`config.mk`:
```
export PLATFORM = sky130hd
export DESIGN_NAME = time_display
export DESIGN_NICKNAME = d
export VERILOG_FILES = /design/src/rtl/time_display.sv
export SDC_FILE = /design/constraint.sdc
export NUM_CORES = 1
export LEC_CHECK = 0
export CAP_MARGIN = 10
export CORE_ASPECT_RATIO = 1.5
export CORE_MARGIN = 2
export CORE_UTILIZATION = 50
export DETAILED_ROUTE_END_ITERATION = 7
export PLACE_DENSITY_LB_ADDON = 0.08
export SLEW_MARGIN = 20
export SYNTH_ARGS = -nofsm -noshare
export SYNTH_HDL_FRONTEND = slang
export SYNTH_SLANG_ARGS = --single-unit
```
`constraint.sdc`:
```
create_clock -name clk -period 9.99 [get_ports clk]
set_input_delay 1.998 -clock clk [delete_from_list [all_inputs] [get_ports clk]]
set_output_delay 1.998 -clock clk [all_outputs]
set_load 0.01 [all_outputs]
```
`src/rtl/time_display.sv`:
```
// ============================================================================
//  Module      : time_display
//  Description : Four-digit multiplexed seven-segment MM.SS display for the
//                elapsed time of one of two songs, with blink while paused.
//  Revision    : 1.0  initial release
// ============================================================================
`default_nettype none

module time_display #(
    parameter int REFRESH_DIV = 100000,
    parameter int BLINK_DIV   = 25000000
) (
    input  logic       clk,
    input  logic       RESET,
    input  logic       song_sel,
    input  logic       pause,
    input  logic [5:0] mins1,
    input  logic [5:0] secs1,
    input  logic [5:0] mins2,
    input  logic [5:0] secs2,
    output logic [3:0] an,
    output logic [7:0] seg
);

    localparam int REF_W = (REFRESH_DIV > 1) ? $clog2(REFRESH_DIV) : 1;
    localparam int BLK_W = (BLINK_DIV > 1) ? $clog2(BLINK_DIV) : 1;
    localparam logic [REF_W-1:0] C_REF_MAX = REF_W'(REFRESH_DIV - 1);
    localparam logic [BLK_W-1:0] C_BLK_MAX = BLK_W'(BLINK_DIV - 1);
    localparam logic [3:0] C_DASH = 4'd10;

    typedef enum logic [1:0] {
        S_IDLE     = 2'd0,
        S_CONV_MIN = 2'd1,
        S_CONV_SEC = 2'd2,
        S_LOAD     = 2'd3
    } state_t;

    state_t             state_q, state_d;
    logic [REF_W-1:0]   ref_cnt_q, ref_cnt_d;
    logic [1:0]         idx_q, idx_d;
    logic [BLK_W-1:0]   blk_cnt_q, blk_cnt_d;
    logic               blk_off_q, blk_off_d;
    logic [23:0]        sync1_q, sync1_d, sync2_q, sync2_d;
    logic [5:0]         min_rem_q, min_rem_d, sec_rem_q, sec_rem_d;
    logic [2:0]         min_tens_q, min_tens_d, sec_tens_q, sec_tens_d;
    logic               min_dash_q, min_dash_d, sec_dash_q, sec_dash_d;
    logic [3:0]         dig3_q, dig3_d, dig2_q, dig2_d, dig1_q, dig1_d, dig0_q, dig0_d;
    logic [3:0]         an_q, an_d;
    logic [7:0]         seg_q, seg_d;
    logic               ref_wrap, frame_tick;
    logic [5:0]         sel_min, sel_sec;
    logic [3:0]         cur_digit;

    // Segment pattern {g,f,e,d,c,b,a}, active low; code 10 is the dash
    function automatic logic [6:0] seg_decode(input logic [3:0] d);
        logic [6:0] s;
        case (d)
            4'd0:    s = 7'b1000000;
            4'd1:    s = 7'b1111001;
            4'd2:    s = 7'b0100100;
            4'd3:    s = 7'b0110000;
            4'd4:    s = 7'b0011001;
            4'd5:    s = 7'b0010010;
            4'd6:    s = 7'b0000010;
            4'd7:    s = 7'b1111000;
            4'd8:    s = 7'b0000000;
            4'd9:    s = 7'b0010000;
            default: s = 7'b0111111;
        endcase
        return s;
    endfunction

    // Digit scan timing: refresh counter and digit index, frame tick on 0->3
    always_comb begin
        ref_wrap   = (ref_cnt_q == C_REF_MAX);
        frame_tick = ref_wrap && (idx_q == 2'd0);
        ref_cnt_d  = ref_wrap ? '0 : ref_cnt_q + 1'b1;
        idx_d      = ref_wrap ? idx_q - 2'd1 : idx_q;
    end

    // Blink phase only runs while paused; otherwise held at counter 0, phase on
    always_comb begin
        blk_cnt_d = '0;
        blk_off_d = 1'b0;
        if (pause) begin
            if (blk_cnt_q == C_BLK_MAX) begin
                blk_cnt_d = '0;
                blk_off_d = ~blk_off_q;
            end else begin
                blk_cnt_d = blk_cnt_q + 1'b1;
                blk_off_d = blk_off_q;
            end
        end
    end

    // Time fields come from the slow timer domain: two-flop synchronizer
    always_comb begin
        sync1_d = {mins1, secs1, mins2, secs2};
        sync2_d = sync1_q;
        sel_min = song_sel ? sync2_q[11:6] : sync2_q[23:18];
        sel_sec = song_sel ? sync2_q[5:0]  : sync2_q[17:12];
    end

    // Conversion FSM: sample on frame tick, divide by repeated subtraction,
    // then commit all four digits in one cycle so a frame never tears a field
    always_comb begin
        state_d    = state_q;
        min_rem_d  = min_rem_q;
        sec_rem_d  = sec_rem_q;
        min_tens_d = min_tens_q;
        sec_tens_d = sec_tens_q;
        min_dash_d = min_dash_q;
        sec_dash_d = sec_dash_q;
        dig3_d     = dig3_q;
        dig2_d     = dig2_q;
        dig1_d     = dig1_q;
        dig0_d     = dig0_q;
        case (state_q)
            S_IDLE: begin
                if (frame_tick) begin
                    // Out-of-range fields skip the division entirely
                    min_dash_d = (sel_min >= 6'd60);
                    sec_dash_d = (sel_sec >= 6'd60);
                    min_rem_d  = (sel_min >= 6'd60) ? 6'd0 : sel_min;
                    sec_rem_d  = (sel_sec >= 6'd60) ? 6'd0 : sel_sec;
                    min_tens_d = 3'd0;
                    sec_tens_d = 3'd0;
                    state_d    = S_CONV_MIN;
                end
            end
            S_CONV_MIN: begin
                if (min_rem_q < 6'd10) begin
                    state_d = S_CONV_SEC;
                end else begin
                    min_rem_d  = min_rem_q - 6'd10;
                    min_tens_d = min_tens_q + 3'd1;
                end
            end
            S_CONV_SEC: begin
                if (sec_rem_q < 6'd10) begin
                    state_d = S_LOAD;
                end else begin
                    sec_rem_d  = sec_rem_q - 6'd10;
                    sec_tens_d = sec_tens_q + 3'd1;
                end
            end
            default: begin
                dig3_d  = min_dash_q ? C_DASH : {1'b0, min_tens_q};
                dig2_d  = min_dash_q ? C_DASH : min_rem_q[3:0];
                dig1_d  = sec_dash_q ? C_DASH : {1'b0, sec_tens_q};
                dig0_d  = sec_dash_q ? C_DASH : sec_rem_q[3:0];
                state_d = S_IDLE;
            end
        endcase
    end

    // Output drive: one active-low enable per digit, decimal point after minutes
    always_comb begin
        case (idx_q)
            2'd3:    cur_digit = dig3_q;
            2'd2:    cur_digit = dig2_q;
            2'd1:    cur_digit = dig1_q;
            default: cur_digit = dig0_q;
        endcase
        if (blk_off_q) begin
            an_d  = 4'b1111;
            seg_d = 8'hFF;
        end else begin
            an_d  = ~(4'b0001 << idx_q);
            seg_d = {(idx_q != 2'd2), seg_decode(cur_digit)};
        end
    end

    // State registers
    always_ff @(posedge clk or posedge RESET) begin
        if (RESET) begin
            state_q    <= S_IDLE;
            ref_cnt_q  <= '0;
            idx_q      <= 2'd3;
            blk_cnt_q  <= '0;
            blk_off_q  <= 1'b0;
            sync1_q    <= '0;
            sync2_q    <= '0;
            min_rem_q  <= '0;
            sec_rem_q  <= '0;
            min_tens_q <= '0;
            sec_tens_q <= '0;
            min_dash_q <= 1'b0;
            sec_dash_q <= 1'b0;
            dig3_q     <= '0;
            dig2_q     <= '0;
            dig1_q     <= '0;
            dig0_q     <= '0;
            an_q       <= 4'b1111;
            seg_q      <= 8'hFF;
        end else begin
            state_q    <= state_d;
            ref_cnt_q  <= ref_cnt_d;
            idx_q      <= idx_d;
            blk_cnt_q  <= blk_cnt_d;
            blk_off_q  <= blk_off_d;
            sync1_q    <= sync1_d;
            sync2_q    <= sync2_d;
            min_rem_q  <= min_rem_d;
            sec_rem_q  <= sec_rem_d;
            min_tens_q <= min_tens_d;
            sec_tens_q <= sec_tens_d;
            min_dash_q <= min_dash_d;
            sec_dash_q <= sec_dash_d;
            dig3_q     <= dig3_d;
            dig2_q     <= dig2_d;
            dig1_q     <= dig1_d;
            dig0_q     <= dig0_d;
            an_q       <= an_d;
            seg_q      <= seg_d;
        end
    end

    assign an  = an_q;
    assign seg = seg_q;

endmodule

`default_nettype wire

```
; Yosys cells after proc, flatten, opt, wreduce, memory -nomap -nowiden
; Memory sizes are Yosys's and may differ from the RTL's.
; Cells that the tools add are included.
[classes]
n_addsub = 7
magnitude_cmp = 4
n_eq_ne = 14
shift = 1
n_mux = 31
n_bitwise = 2
reduce_logical = 10
[op_table]
columns = op, n
row1 = $mux 25, 2
row2 = $mux 6, 8
row3 = $add 25x1->25 const B, 1
row4 = $eq 25x25->1 const B, 1
row5 = $pmux 6 s2, 2
row6 = $mux 4, 5
row7 = $add 17x1->17 const B, 1
row8 = $eq 17x17->1 const B, 1
row9 = $mux 17, 1
row10 = $ge 6x6->1 const B, 2
row11 = $lt 6x4->1 const B, 2
row12 = $ne 2x2->1 const B, 6
row13 = $pmux 3 s2, 2
row14 = $pmux 4 s3, 1
row15 = $sub 6x4->6 const B, 2
row16 = $mux 3, 3
row17 = $reduce_and 3->1, 3
row18 = $mux 8, 1
row19 = $add 3x1->3 const B, 2
row20 = $eq 2x2->1 const B, 3
row21 = $mux 2, 3
row22 = $pmux 2 s3, 1
row23 = $eq 2x1->1 const B, 2
row24 = $logic_not 2->1, 2
row25 = 10 further kinds, 12
[totals]
register_bits = 143
rom_bits = 112
inputBits = 28
output_inout_bits = 12
elab_cells = 89
memories = 1
[mem_list]
columns = memory, depth, width, rd, rd_ports_with_merged_regs, write_ports, line_no
row1 = (no name shown), 16, 7, 1, 0, 0, 57  ; case (d)

; Depth between registers and ports, before layout
; Gate-level depths: netlist of the first run.
[logic_depth]
depth_word = 5
mapped_depth = 8
ltp_nobuf = 8

; Worst setup path after synthesis of the first run
; No wires, ideal clock.
[synth_path]
path_type = input -> register
startpoint = input song_sel
endpoint = register min_rem_q[3]
setup_ns = 0.125
t_arrival_ns = 3.053
required_time_ns = 9.865
path_slack_ns = 6.812
stages = 6
n_path_buf = 2
path_cell_list = buf_2 buf_2 mux2i_1 a211oi_1 a211oi_1 mux2_4
[synth_via]
elab_chain_len = 5
[synth_lines]
columns = element, line_no
row1 = from (decl), 15  ; input logic song_sel,
row2 = $mux 6 *, 100  ; sel_min = song_sel ? sync2_q[11:6] : sync2_q[23:18];
row3 = $ge 6x6->1, 124  ; min_rem_d = (sel_min >= 6'd60) ? 6'd0 : sel_min;
row4 = $mux 6 *, 124
row5 = $mux 6 *, 120  ; if (frame_tick) begin
row6 = $pmux 6 s2 *, 118  ; case (state_q)
row7 = to (signal assigned), 204  ; min_rem_q <= min_rem_d;
row8 = to (decl), 44  ; logic [5:0] min_rem_q, min_rem_d, sec_rem_q, sec_rem_d;
; Mark *: on every way between the ends. The rest lies on a longest branch, timed or not. The select of a mux whose other input is x is not followed.
; A chain may end at the register's enable or synchronous reset.

; Worst setup path in the final report of the first run
[layout_path]
startpoint = input song_sel
endpoint = register min_rem_q[1]
; Same word-level chain as after synthesis.

==> results of run 1 <==
-- cell type report --
cell class | instances | area, um2
repair buffers | 41 | 405
multi-input cells | 372 | 2490
clock buffers | 20 | 437
inverters | 32 | 125
flip-flops and latches | 142 | 3570
well taps | 156 | 195
clock inverters | 12 | 115
fillers | 1033 | 5050
-- per-layer routing --
metal | share of wire [%] | GRT usage, % | vias to the layer above
met5 | 0 | 0 | -
met4 | 1.4 | 6.02 | 0
met3 | 3.0 | 4.01 | 15
met2 | 52 | 31.4 | 79
met1 | 43 | 22.9 | 2056
li1 | - | - | 2040
-- power groups by stage --
stage | registers [mW] | logic [mW] | clock network, mW
global route | 0.592 | 0.0421 | 0.622
CTS | 0.591 | 0.0377 | 0.597
global placement | 0.601 | 0.0366 | 0
floorplan | 0.600 | 0.0220 | 0
finish | 0.591 | 0.0364 | 0.584
detailed placement | 0.601 | 0.0377 | 0
-- placed cells by master, fill, tap and decap left out, drive strengths merged, types with 6 or more instances in the layout --
master	synthesis	routed
a21oi	16	16
and3	7	7
clkbuf	10	20
clkdlybuf4s50	0	39
clkinv	0	6
dfrtp	129	129
dfstp	13	13
ha	18	18
inv	32	34
mux2	9	9
mux2i	15	15
nand2	43	43
nand2b	9	9
nand3	31	31
nand4	14	14
nor2	57	57
nor2b	12	12
nor3	8	8
nor4	6	6
o21ai	18	18
o22ai	6	6
xnor2	17	17
xor2	25	25
-- final timing paths --
| kind | cells after the start | from | endpoint |
|---|---|---|---|
| min in group asynchronous | 2 | RESET | blk_cnt_q[20] |
| setup / recovery | 6 | song_sel | min_rem_q[1] |
| setup reg to reg | 6 | blk_cnt_q[0] | blk_cnt_q[17] |
| max in group asynchronous | 3 | RESET | min_rem_q[5] |
| hold / removal | 0 | sync1_q[14] | sync2_q[14] |
| hold reg to reg | 0 | sync1_q[14] | sync2_q[14] |
-- registers in the layout, indices dropped and copies added (netlist names), 6 cells and up --
name       flops
min_rem_q      6
blk_cnt_q     25
sec_rem_q      6
sync1_q       24
ref_cnt_q     17
sync2_q       24
seg            7
-- cell usage after synthesis, types with 3 or more instances --
library cell               instances
sky130_fd_sc_hd__a211oi_1          4
sky130_fd_sc_hd__a21oi_1          16
sky130_fd_sc_hd__a221oi_1          3
sky130_fd_sc_hd__a222oi_1          4
sky130_fd_sc_hd__a22oi_1           5
sky130_fd_sc_hd__and2_1            3
sky130_fd_sc_hd__and3_1            7
sky130_fd_sc_hd__and4_1            5
sky130_fd_sc_hd__buf_2             3
sky130_fd_sc_hd__buf_4             3
sky130_fd_sc_hd__clkbuf_1         10
sky130_fd_sc_hd__dfrtp_1         129
sky130_fd_sc_hd__dfstp_2          13
sky130_fd_sc_hd__ha_1             18
sky130_fd_sc_hd__inv_1            32
sky130_fd_sc_hd__mux2_2            7
sky130_fd_sc_hd__mux2i_1          15
sky130_fd_sc_hd__nand2_1          42
sky130_fd_sc_hd__nand2b_1          9
sky130_fd_sc_hd__nand3_1          31
sky130_fd_sc_hd__nand3b_1          5
sky130_fd_sc_hd__nand4_1          14
sky130_fd_sc_hd__nand4b_1          3
sky130_fd_sc_hd__nor2_1           57
sky130_fd_sc_hd__nor2b_1          12
sky130_fd_sc_hd__nor3_1            8
sky130_fd_sc_hd__nor4_1            3
sky130_fd_sc_hd__o21ai_0          18
sky130_fd_sc_hd__o22ai_1           6
sky130_fd_sc_hd__or2_2             3
sky130_fd_sc_hd__xnor2_1          17
sky130_fd_sc_hd__xor2_1           25
-- through the flow --
stage / utilization, % / cell area (um2) / hold WS (ns) / cells / worst slack (ns)
floorplan: - / 6270 / 0.331 / 564 / 4.20
detailed placement: 54.8 / 6780 / 0.335 / 743 / 5.72
global route: 59.2 / 7340 / 0.353 / 775 / 5.86
finish: 59.2 / 7340 / 0.346 / 775 / 6.15
CTS: 59.2 / 7340 / 0.348 / 775 / 6.15
global placement: 54.8 / 6780 / 0.333 / 743 / 5.78
-- critical path, stage by stage --
cell	delay (ns)
sky130_fd_sc_hd__clkdlybuf4s50_1	1.06
sky130_fd_sc_hd__nand3_1	0.25
sky130_fd_sc_hd__a22o_1	0.36
sky130_fd_sc_hd__a21oi_1	0.16
sky130_fd_sc_hd__nor2_1	0.06
sky130_fd_sc_hd__a32o_1	0.25
-- logic make-up after synthesis --
| logic type | Yosys count | synth area share [%] |
|---|---|---|
| and+or+nand+nor | 213 | 17.7 |
| DFF | 142 | 56.9 |
| AOI/OAI and AO/OA | 75 | 8.38 |
| buffers and inverters | 50 | 3.41 |
| xor gates and xnor gates | 42 | 5.86 |
| muxes | 24 | 4.13 |
| adders and majority gates | 18 | 3.59 |
==> results, run 1 <==
- Static timing analysis puts the maximum clock frequency at 260 MHz.
- The portion of the clock cycle consumed by the worst path in the final layout is 38.5%.
- In this run the biggest area consumer among cell types represents 51.5% of the synthesized area.
- The clock transition at the registers of the reported paths is about 0.06 ns.
- Net switching is 21.8% of the power.
- Sequential cells account for 48.8% of the total power.
- The die is 141 um tall.
- Yosys attributes the largest share of cell area to sky130_fd_sc_hd__dfrtp_1 (51%), sky130_fd_sc_hd__dfstp_2 (5.4%), sky130_fd_sc_hd__ha_1 (3.6%), sky130_fd_sc_hd__xor2_1 (3.5%), sky130_fd_sc_hd__nor2_1 (3.4%).
- The pin count of the biggest net entering global routing is 73.
- For this design the ratio of total power to cell area is 165 mW/mm2.
- The Yosys step of the flow raised 0 warnings.
- The primary flip-flop cell chosen by synthesis mapping is sky130_fd_sc_hd__dfrtp_1.
- The critical path class is in -> reg.
- The worst setup path is captured at a flip-flop.
- The vias per cell is 5.41.
- Dividing the synthesized area by the synthesized cell count gives ~11 um2.
- The final number of hold-violating endpoints is 0.
- When the netlist entered floorplanning its net count stood at 610.
- The combinational group share of total power is 3.0%.
- The internal reg-to-reg setup slack is 7.42 ns.
- The number of global-route vias before repair came to 4229.
- The distinct cell type count after synthesis is 58.
- The total number of clock tree sinks is 142.
- The number of standard cells after synthesis is 564.
- For the worst setup path, the data arrival time is 4.14 ns.
- Summed over all layers, the global routing overflow is 0.
- After detailed routing, the number of remaining DRC violations is 0.
- The flip-flop and latch count after synthesis is approximately 140.
- The number of gates resized after CTS was 0.
- The transition at the pin with the smallest max-transition slack is 0.929 ns.
- Measured against its own limit, the worst slew margin works out to 38.1%.
- The maximum vdd ir drop is 0.118 mV.
- The number of pins exceeding their max-slew limit in the final report came to 0.
- Setup violations remaining at the end of the flow were counted as 0.
- In the final layout, the share of cells above drive strength 1 is 10.3%.
- The count of input and output buffers is 39.
- The wire length of the first global-routing pass is 19500 um.
- The floorplan die area is 0.0135 mm2.
- The first detailed-routing pass took 7 iterations.
- The number of enable-type register cells in the synthesized netlist is 0.
- The total power is 1.21 mW.
- TritonCTS built the clock tree.
- The core region area is 0.0124 mm2.
- The number of diodes is 0.
- For the final database, setup skew stands at between 0.009 and 0.01 ns.
- The initial utilization of the core area, before any placement, comes to 50.6%.
- The deepest clock path buffer count is 2.
- Summed over all cells, the static leakage comes to approximately 3.2 nW.
- The clock reaches the later pin of the worst-skew pair after between 0.4 and 0.5 ns.
- Compared with the post-synthesis result, the final layout area differs by 17.0%.
- The number of clock buffers inserted by TritonCTS is 17.
- The final total negative setup slack is 0 ns.
- The final layout contains routed wiring with a total length of 11200 um.
- The number of antenna violations at the first check in global routing is 0.
- The fraction of the yosys area taken by sequential cells is a little under three fifths.
- The run finished with clean final reports.
- The fraction of registers with async set/reset is 100%.
- For this block, the initial DRC count from the detailed router was 231.
- The internal power is 0.947 mW.
- Of all cell types, the one taking the most synthesized area is sky130_fd_sc_hd__dfrtp_1.
- The category of the worst setup path launch point is an input pin.
- Setup repair after global routing left no endpoint under its margin.
- The fraction of power consumed by the clock network is 48.2%.
- In this run the worst path has a maximum fanout of 23.
- Summed over all nets, the switching power comes to 0.265 mW.
- The min-delay analysis places its worst path in the category reg -> reg.
- The routed layout has 4190 vias.
- The antenna violation net count after detailed routing is 0.
- The root buffer cell is sky130_fd_sc_hd__clkbuf_16.
- The global placer's final weighted congestion is 0.792.
- Data on the critical path is required at its endpoint by 10.29 ns.
- In this run the core area contains 50 standard-cell rows.
- After clock tree synthesis, the flow added hold-fix buffers numbering 0.
- The worst path in the final design needs a cycle of 3.84 ns, including I/O delays and setup.
- 40 I/O pins were placed.
- Across every metal layer, demand over resource in global routing totals a little under a fifth.
- The cell area after synthesis is 0.00627 mm2.
- In this run the number of H-tree levels came out at 4.
- The max-cap check violation count is 0.
- The half-perimeter wire length after detailed placement is 7730 um.
- At the end of the flow, the number of nets in the layout was 652.
- The die is 95.5 um wide.
- After clock tree synthesis, the setup repair step added 0 buffers.
- The routed wire length per instance is 14.5 um.
No activity file was read; power rests on OpenSTA's default activity.
==> inputs of run 2 (changes only) <==
clock period = 3.4 ns   (was 9.99 ns; I/O delays follow)
==> run 2 against run 1 <==
Net effect: sequential power increased to 2.9 times the previous value; combinational power increased to 3.0 times the previous value; sequential share of layout area down 0.65 points; via count is 0.74% higher; first-iteration DRC count decreased by 10%; die area unchanged; routed wire length grew 0.91%; clock power grew to 3.3 times the previous value; design area is 1.4% higher.
==> results, run 2 (synthesis results as in run 1) <==
- The flow ran to the end, and the final reports show no timing, DRC or antenna violations.
- The kind of cell adding the most delay to the critical path is buffers and inverters.
- The final total negative setup slack is 0 ns.
- The initial core utilization is 50.6%.
- The number of pins exceeding their max-slew limit in the final report came to 0.
- The internal reg-to-reg setup slack is 1.05 ns.
- The signal on the critical path passes through clkdlybuf4s50_1 > nand3_1 > a22oi_1 > or2_2 > o22a_1 > o22ai_1.
- The clock passes through at most 2 buffers.
- For this design, the slowest cell found on the critical path is sky130_fd_sc_hd__clkdlybuf4s50_1.
- The maximum vdd ir drop is ~0.34 mV.
- The global-route usage over all layers is 18.8%.
- The post-placement cell count is about 750.
- Pin placement for this block handled 40 I/O pins.
- The global placer's final weighted congestion is 0.810.
- Along the worst path, the maximum fanout reaches 18.
- Setup repair after global routing left no endpoint under its margin.
- The antenna violation net count after detailed routing is 0.
- The number of clock buffers inserted by TritonCTS is 17.
- The number of antenna violations at the first check in global routing is 0.
- The post-cts resize count is 0.
- The number of cells on the worst hold path is 0.
- The critical path buffer and inverter count is 1.
- After detailed routing, the average wire length per cell comes to ~15 um.
- After detailed routing, the number of vias per cell comes to 5.43.
- blk_cnt_q holds more flip-flops than any other register.
- The share of total power dissipated in combinational logic is 3.0%.
- The critical path class is in -> reg.
- The overflow left after global routing is 0.
- The analysis attributes to net switching a power of 0.865 mW.
- Buffers added to address setup during post-CTS repair amount to 0.
- The share of total power dissipated in sequential elements is 46.1%.
- The number of antenna diodes in the final layout is 0.
- The min-delay analysis places its worst path in the category reg -> reg.
- Net switching is a little under a quarter of the power.
- Cells fill between 60% and 70% of the core in the end.
- The fraction of layout cells with a size suffix above 1 is a little under an eighth.
- In this run the power density over the cells is 506 mW/mm2.
- The tree is rooted in a sky130_fd_sc_hd__clkbuf_16.
- STA classifies the critical path startpoint as an input pin.
- The core region is 0.0124 mm2.
- CTS saw 142 sinks.
- The routed design has 11300 um of wire.
- The first TritonRoute pass finished after 4 iterations.
- The H-tree was split into 4 levels.
- The tool flagged a number of max-cap violations equal to 0.
- Clock-pin slew was measured on the worst setup and hold paths at 0.07 ns.
- The peak clock frequency supported by timing is 413 MHz.
- The data arrival time of the worst path is 2.68 ns.
- Across all layers, the routed design uses approximately 4200 vias.
- In the layout the commonest cells are sky130_fd_sc_hd__dfrtp_1 (129), sky130_fd_sc_hd__nor2_1 (57), sky130_fd_sc_hd__nand2_1 (42), sky130_fd_sc_hd__clkdlybuf4s50_1 (39).
- The die is 95.5 um wide.
- The clock tree from TritonCTS is done.
- After layout, the design draws a total of ~3.8 mW.
- Headroom to the max-slew limit came out at 42.8%.
- The worst-case hold path end point is sync2_q[11].
- The first global-routing pass estimated 19700 um of wire.
- Leaving out filler cells and counting taps, the final layout contains 778.
- STA classifies the critical path endpoint as a flip-flop.
- From bottom edge to top edge, the die measures between 100 and 150 um.
- Setup violations remaining at the end of the flow were counted as 0.
- The post-synthesis to final-layout area growth is 18.6%.
- For this design, the CTS-stage hold fixing added 0 buffers.
- The largest single stage delay on the critical path is 0.92 ns.
- The share of total power dissipated in the clock network is 50.9%.
- The internal power is around 2.9 mW.
- The post-layout minimum cycle time is 2.42 ns.
- The worst register-to-register path ends at seg[1].
- The register with the most flip-flops in the layout has 25 of them.
- The final number of hold-violating endpoints is 0.
- Entering global routing, the biggest net connects 130 pins.
- Row generation in the floorplan step produced 50 rows.
- The leading cell type in the layout, fill and taps excluded is sky130_fd_sc_hd__dfrtp_1.
- The transition at the pin with the smallest max-transition slack is 0.857 ns.
- The count of input and output buffers is 39.
- Across the routed clock network, the largest skew measured is 0.0107 ns.
- The number of fill cells is 1035.
- Counting cells, the worst reg-to-reg path comes to 8.
- The floorplan die area is 0.0135 mm2.
- The portion of the clock cycle consumed by the worst path in the final layout is 71.1%.
- The later pin in the worst-skew pair is clocked with a latency of between 0.4 and 0.5 ns.
- The leakage dissipation is 3.29 nW.
- The violation count after the first detailed-routing iteration is between 200 and 250.
- Detailed placement ended at an HPWL of 7700 um.
- In the routed design, unresolved DRC markers number 0.
- The startpoint identified for the worst hold timing path is sync1_q[11].
- In this run the critical register-to-register path is launched from idx_q[1].
- For the worst setup path, the data required time is 3.66 ns.
- At the end of the flow, the number of nets in the layout was ~660.
- The number of global-route vias before repair was 4242.
- In the final layout, the registers with the most flip-flops are blk_cnt_q: 25 flops, sync1_q: 24 flops, sync2_q: 24 flops.
run 2: changes by cell type in the layout (fill, tap and decap cells not counted), moves of 2 or more:
| cell | before | now |
|---|---|---|
| sky130_fd_sc_hd__inv_6 | 3 | 5 |
| sky130_fd_sc_hd__buf_4 | 2 | 4 |
| sky130_fd_sc_hd__inv_8 | 0 | 5 |
| sky130_fd_sc_hd__clkinv_2 | 2 | 0 |
| sky130_fd_sc_hd__clkbuf_1 | 3 | 0 |
| sky130_fd_sc_hd__clkinv_4 | 4 | 1 |
run 2: worst reg2reg max path, delay by kind of cell, from the launching register on:
kind            cells  cell delay [ns]
compound gates      2             0.40
fa+ha+maj           2             0.62
buf+inv             1             0.08
flops               1             0.54
mux                 1             0.24
simple gates        2             0.40
run 2: stage by stage:
stage               hold slack (ns)  instance area (um2)  worst slack [ns]
floorplan                     0.331                 6280             0.954
global placement              0.332                 6820             0.648
detailed placement            0.335                 6820             0.571
CTS                           0.342                 7440             0.977
global route                  0.349                 7440             0.710
finish                        0.340                 7440             0.981
run 2: cell type report:
cell class,count,area (um2),share of cell area [%]
multi-input combinational,372,2490,33.5
inverter,32,124,1.67
clock inverter,15,193,2.59
sequential,142,3570,48.0
timing repair buffer,44,440,5.92
clock buffer,17,425,5.72
tap,156,195,2.62
run 2: worst max-delay path by stage:
stage | from | to | cells after the start
3_3_place_gp | song_sel | min_rem_q[1] | 7
2_1_floorplan | RESET | blk_cnt_q[0] | 1
6_report | song_sel | sec_rem_q[4] | 6
4_1_cts | song_sel | sec_rem_q[4] | 6
5_1_grt | song_sel | sec_rem_q[4] | 6
3_5_place_dp | song_sel | sec_rem_q[4] | 6
run 2: per-layer routing:
| metal | routed length, um | vias to the layer above | track usage, % |
|---|---|---|---|
| met5 | 0 | - | 0 |
| met4 | 287 | 0 | 9.10 |
| met3 | 359 | 25 | 4.49 |
| met2 | 5890 | 83 | 31.1 |
| met1 | 4800 | 2061 | 22.8 |
| li1 | - | 2052 | - |
run 2: power groups by stage:
stage,clock network [mW],logic (mW),registers (mW)
2_1_floorplan,0,0.0649,1.76
3_3_place_gp,0,0.111,1.76
3_5_place_dp,0,0.114,1.77
4_1_cts,1.96,0.115,1.73
5_1_grt,2.04,0.127,1.74
6_report,1.92,0.111,1.74
==> inputs of run 3 (changes only) <==
clock period = 2.3 ns   (was 3.4 ns; I/O delays follow)
==> run 3 against run 2 <==
Net effect: non-clock buffer count grew 12; worst setup slack lost 0.86 ns; hold slack gained 0.0027 ns; clock-buffer cell count is the same; sequential power grew 47%; sequential share of layout area shrank 0.76 points; critical path depth grew 1; core utilization grew 0.96 points; cell count grew 1.5%; combinational power grew 59%; design area grew 1.6%; largest cell class unchanged; highest routed layer unchanged.
==> results, run 3 (synthesis results as in run 1) <==
- The flow ran to the end, and the final reports show no timing, DRC or antenna violations.
- Port buffering added 39 buffers.
- The number of global-route vias before repair is 4209.
- The number of post-CTS setup repair buffers is 0.
- The switching power as a share of total power is around 23%.
- Counting both buffers and inverters, the worst setup path holds a total of 1.
- Pin placement for this block handled 40 I/O pins.
- After clock tree synthesis, the clock-pin slew on the worst setup and hold paths is about 0.070 ns.
- The post-placement cell count is 758.
- The clock network accounts for 49.1% of the total power.
- Summed over all cells, the static leakage comes to 3.34 nW.
- The internal portion of the total power is just over 4 mW.
- The switching power summed over all nets is 1.24 mW.
- The headroom to the max-slew limit is 56.2%.
- The clock arrives with 0.0135 ns of skew.
- The worst register-to-register path has a depth of 7.
- The endpoint class of the critical path is a flip-flop.
- The master of the slowest instance on the critical path is sky130_fd_sc_hd__dfstp_2.
- Leaving out fill and tap cells, the most frequent cells in the layout are sky130_fd_sc_hd__dfrtp_1 (129), sky130_fd_sc_hd__nor2_1 (57), sky130_fd_sc_hd__nand2_1 (42), sky130_fd_sc_hd__clkdlybuf4s50_1 (39), sky130_fd_sc_hd__nand3_1 (31).
- The number of cells on the worst hold path is 0.
- In the global route stage, overall resource usage came out at about a fifth.
- The root buffer cell is sky130_fd_sc_hd__clkbuf_16.
- The vias per cell is 5.43.
- The number of pins exceeding their max-slew limit in the final report came to 0.
- The H-tree depth is 4.
- The floorplan step defined a die boundary enclosing 0.0135 mm2.
- After layout, the worst path uses 94.9% of the clock period.
- Entering global routing, the biggest net connects 59 pins.
- STA classifies the critical path startpoint as a flip-flop.
- The routed layout has about 4300 vias.
- The routed wire length per instance is 14.6 um.
- Global routing finished with a remaining overflow of 0.
- The flip-flop count of the largest register after layout is 25.
- The post-synthesis to final-layout area growth is 20.4%.
- On the worst path, the slowest cell contributes a delay of 0.59 ns.
- Summed over all layers, the routed wires come to 11500 um.
- The tightest hold path in the finished design has a slack of 0.343 ns.
- Counting flops per register, the top entry is blk_cnt_q.
- In this run the most critical hold path is launched from sync1_q[21].
- The launching point of the worst reg2reg path is idx_q[0].
- The worst min-delay path category is reg -> reg.
- The number of iterations in the first detailed-routing pass is 4.
- The tree built by TritonCTS fans out to 142 sinks.
- The combinational group share of total power is 3.3%.
- TritonCTS built the clock tree.
- The maximum vdd ir drop is between 0.5 and 0.6 mV.
- The data arrival time of the worst path is 2.52 ns.
- The initial core utilization is 50.6%.
- Hold repair after CTS inserted 0 buffers.
- The number of gates resized after CTS was 0.
- In this design, the critical path's most frequently occurring cell is sky130_fd_sc_hd__ha_1.
- The largest registers in the layout are blk_cnt_q: 25 flops, sync1_q: 24 flops, sync2_q: 24 flops.
- The first global-routing pass estimated 19600 um of wire.
- Once layout is complete, the cells apart from fillers number 790.
- Data on the critical path is required at its endpoint by 2.64 ns.
- The tool flagged a number of max-cap violations equal to 0.
- No sink is reached through more buffers than the 2 on the longest clock path.
- The leading cell type in the layout, fill and taps excluded is sky130_fd_sc_hd__dfrtp_1.
- The congestion estimate from routability-driven global placement came to 0.823.
- Setup repair after global routing left no endpoint under its margin.
- The final number of hold-violating endpoints is 0.
- The violation count after the first detailed-routing iteration is between 200 and 250.
- The critical path goes through inv_2 > ha_1 > mux2_2 > ha_1 > nor2b_1 > a21oi_1 > or2_2.
- The total power per unit cell area is 713 mW/mm2.
- The final net count is 667.
- The transition at the pin with the smallest max-transition slack is between 0.6 and 0.7 ns.
- The destination of the worst register-to-register timing path is seg[1].
- The count of nets left with antenna violations once routing finished came out at 0.
- The fraction of layout cells with a size suffix above 1 is 13.9%.
- 0 antenna diodes ended up in the layout.
- The HPWL after detailed placement is just over 8000 um.
- Summed over all failing endpoints, the final setup total negative slack is 0 ns.
- The critical path is of the reg -> reg type.
- The clock insertion delay at the later pin of the skew report is 0.41 ns.
- Measured along the x axis, the die boundary spans 95.5 um.
- The share of total power dissipated in sequential elements is 47.6%.
- Setup violations remaining at the end of the flow were counted as 0.
- Counting I/O delays and the setup requirement, the final critical path takes approximately 2.2 ns.
- The worst-case hold path end point is sync2_q[21].
- The floorplan step defined a core boundary enclosing 0.0124 mm2.
- Row generation in the floorplan step produced 50 rows.
- TritonCTS created 17 clock buffers.
- The setup check on the worst reg-to-reg path leaves a slack of 0.12 ns.
- Grouping stages by cell kind, the critical path spends the most delay in adder cells.
- The number of antenna violations at the first check in global routing was 0.
- The floorplan step set the die height to ~140 um.
- Static timing analysis puts the maximum clock frequency at 458 MHz.
- The largest fanout on the critical path is 5.
- The remaining routing DRC violations is 0.
run 3: per-stage QoR:
stage          power, mW  area (um2)  util (%)  worst slack, ns
2_1_floorplan       2.70        6280         -           0.0735
3_3_place_gp        2.79        6950      56.1            0.130
3_5_place_dp        2.79        6950      56.1           0.0237
4_1_cts             5.45        7520      60.7           0.0258
5_1_grt             5.60        7550      61.0          0.00981
6_report            5.39        7550      61.0            0.118
run 3: worst max path at each step:
| stage | from | end | slack, ns | depth (start not counted) |
|---|---|---|---|---|
| 6_report | idx_q[0] | seg[1] | 0.12 | 7 |
| 5_1_grt | idx_q[0] | seg[1] | 0.01 | 8 |
| 4_1_cts | idx_q[0] | seg[0] | 0.03 | 6 |
| 3_5_place_dp | idx_q[0] | seg[0] | 0.02 | 6 |
| 3_3_place_gp | idx_q[0] | seg[0] | 0.13 | 6 |
| 2_1_floorplan | RESET | blk_cnt_q[0] | 0.07 | 1 |
run 3: area by class of cell:
cell class / instances / area (um2)
clock buffer: 17 / 425
clock inverter: 15 / 149
fill: 1016 / 4830
inverter: 32 / 124
multi-input combinational: 372 / 2520
sequential: 142 / 3570
tap: 156 / 195
timing repair buffer: 56 / 568
run 3: per-layer routing:
metal / track usage [%] / vias to the layer above / part of all wire [%]
met2: 32.6 / 89 / 53
met4: 6.47 / 0 / 1.7
li1: - / 2082 / -
met5: 0 / - / 0
met3: 4.01 / 14 / 3.3
met1: 22.4 / 2101 / 42
run 3: worst reg2reg max path: cells and delay by family (launching register included):
family | cells | cell delay [ns]
adders and majority gates | 2 | 0.61
DFF | 1 | 0.59
and+or+nand+nor | 2 | 0.42
muxes | 1 | 0.37
buffers and inverters | 1 | 0.08
AOI/OAI and AO/OA | 1 | 0.05
run 3: power groups by stage:
stage	clock network [mW]	registers, mW	logic (mW)
CTS	2.70	2.56	0.183
floorplan	0	2.61	0.0959
finish	2.65	2.56	0.177
global route	2.83	2.57	0.201
detailed placement	0	2.61	0.181
global placement	0	2.61	0.179
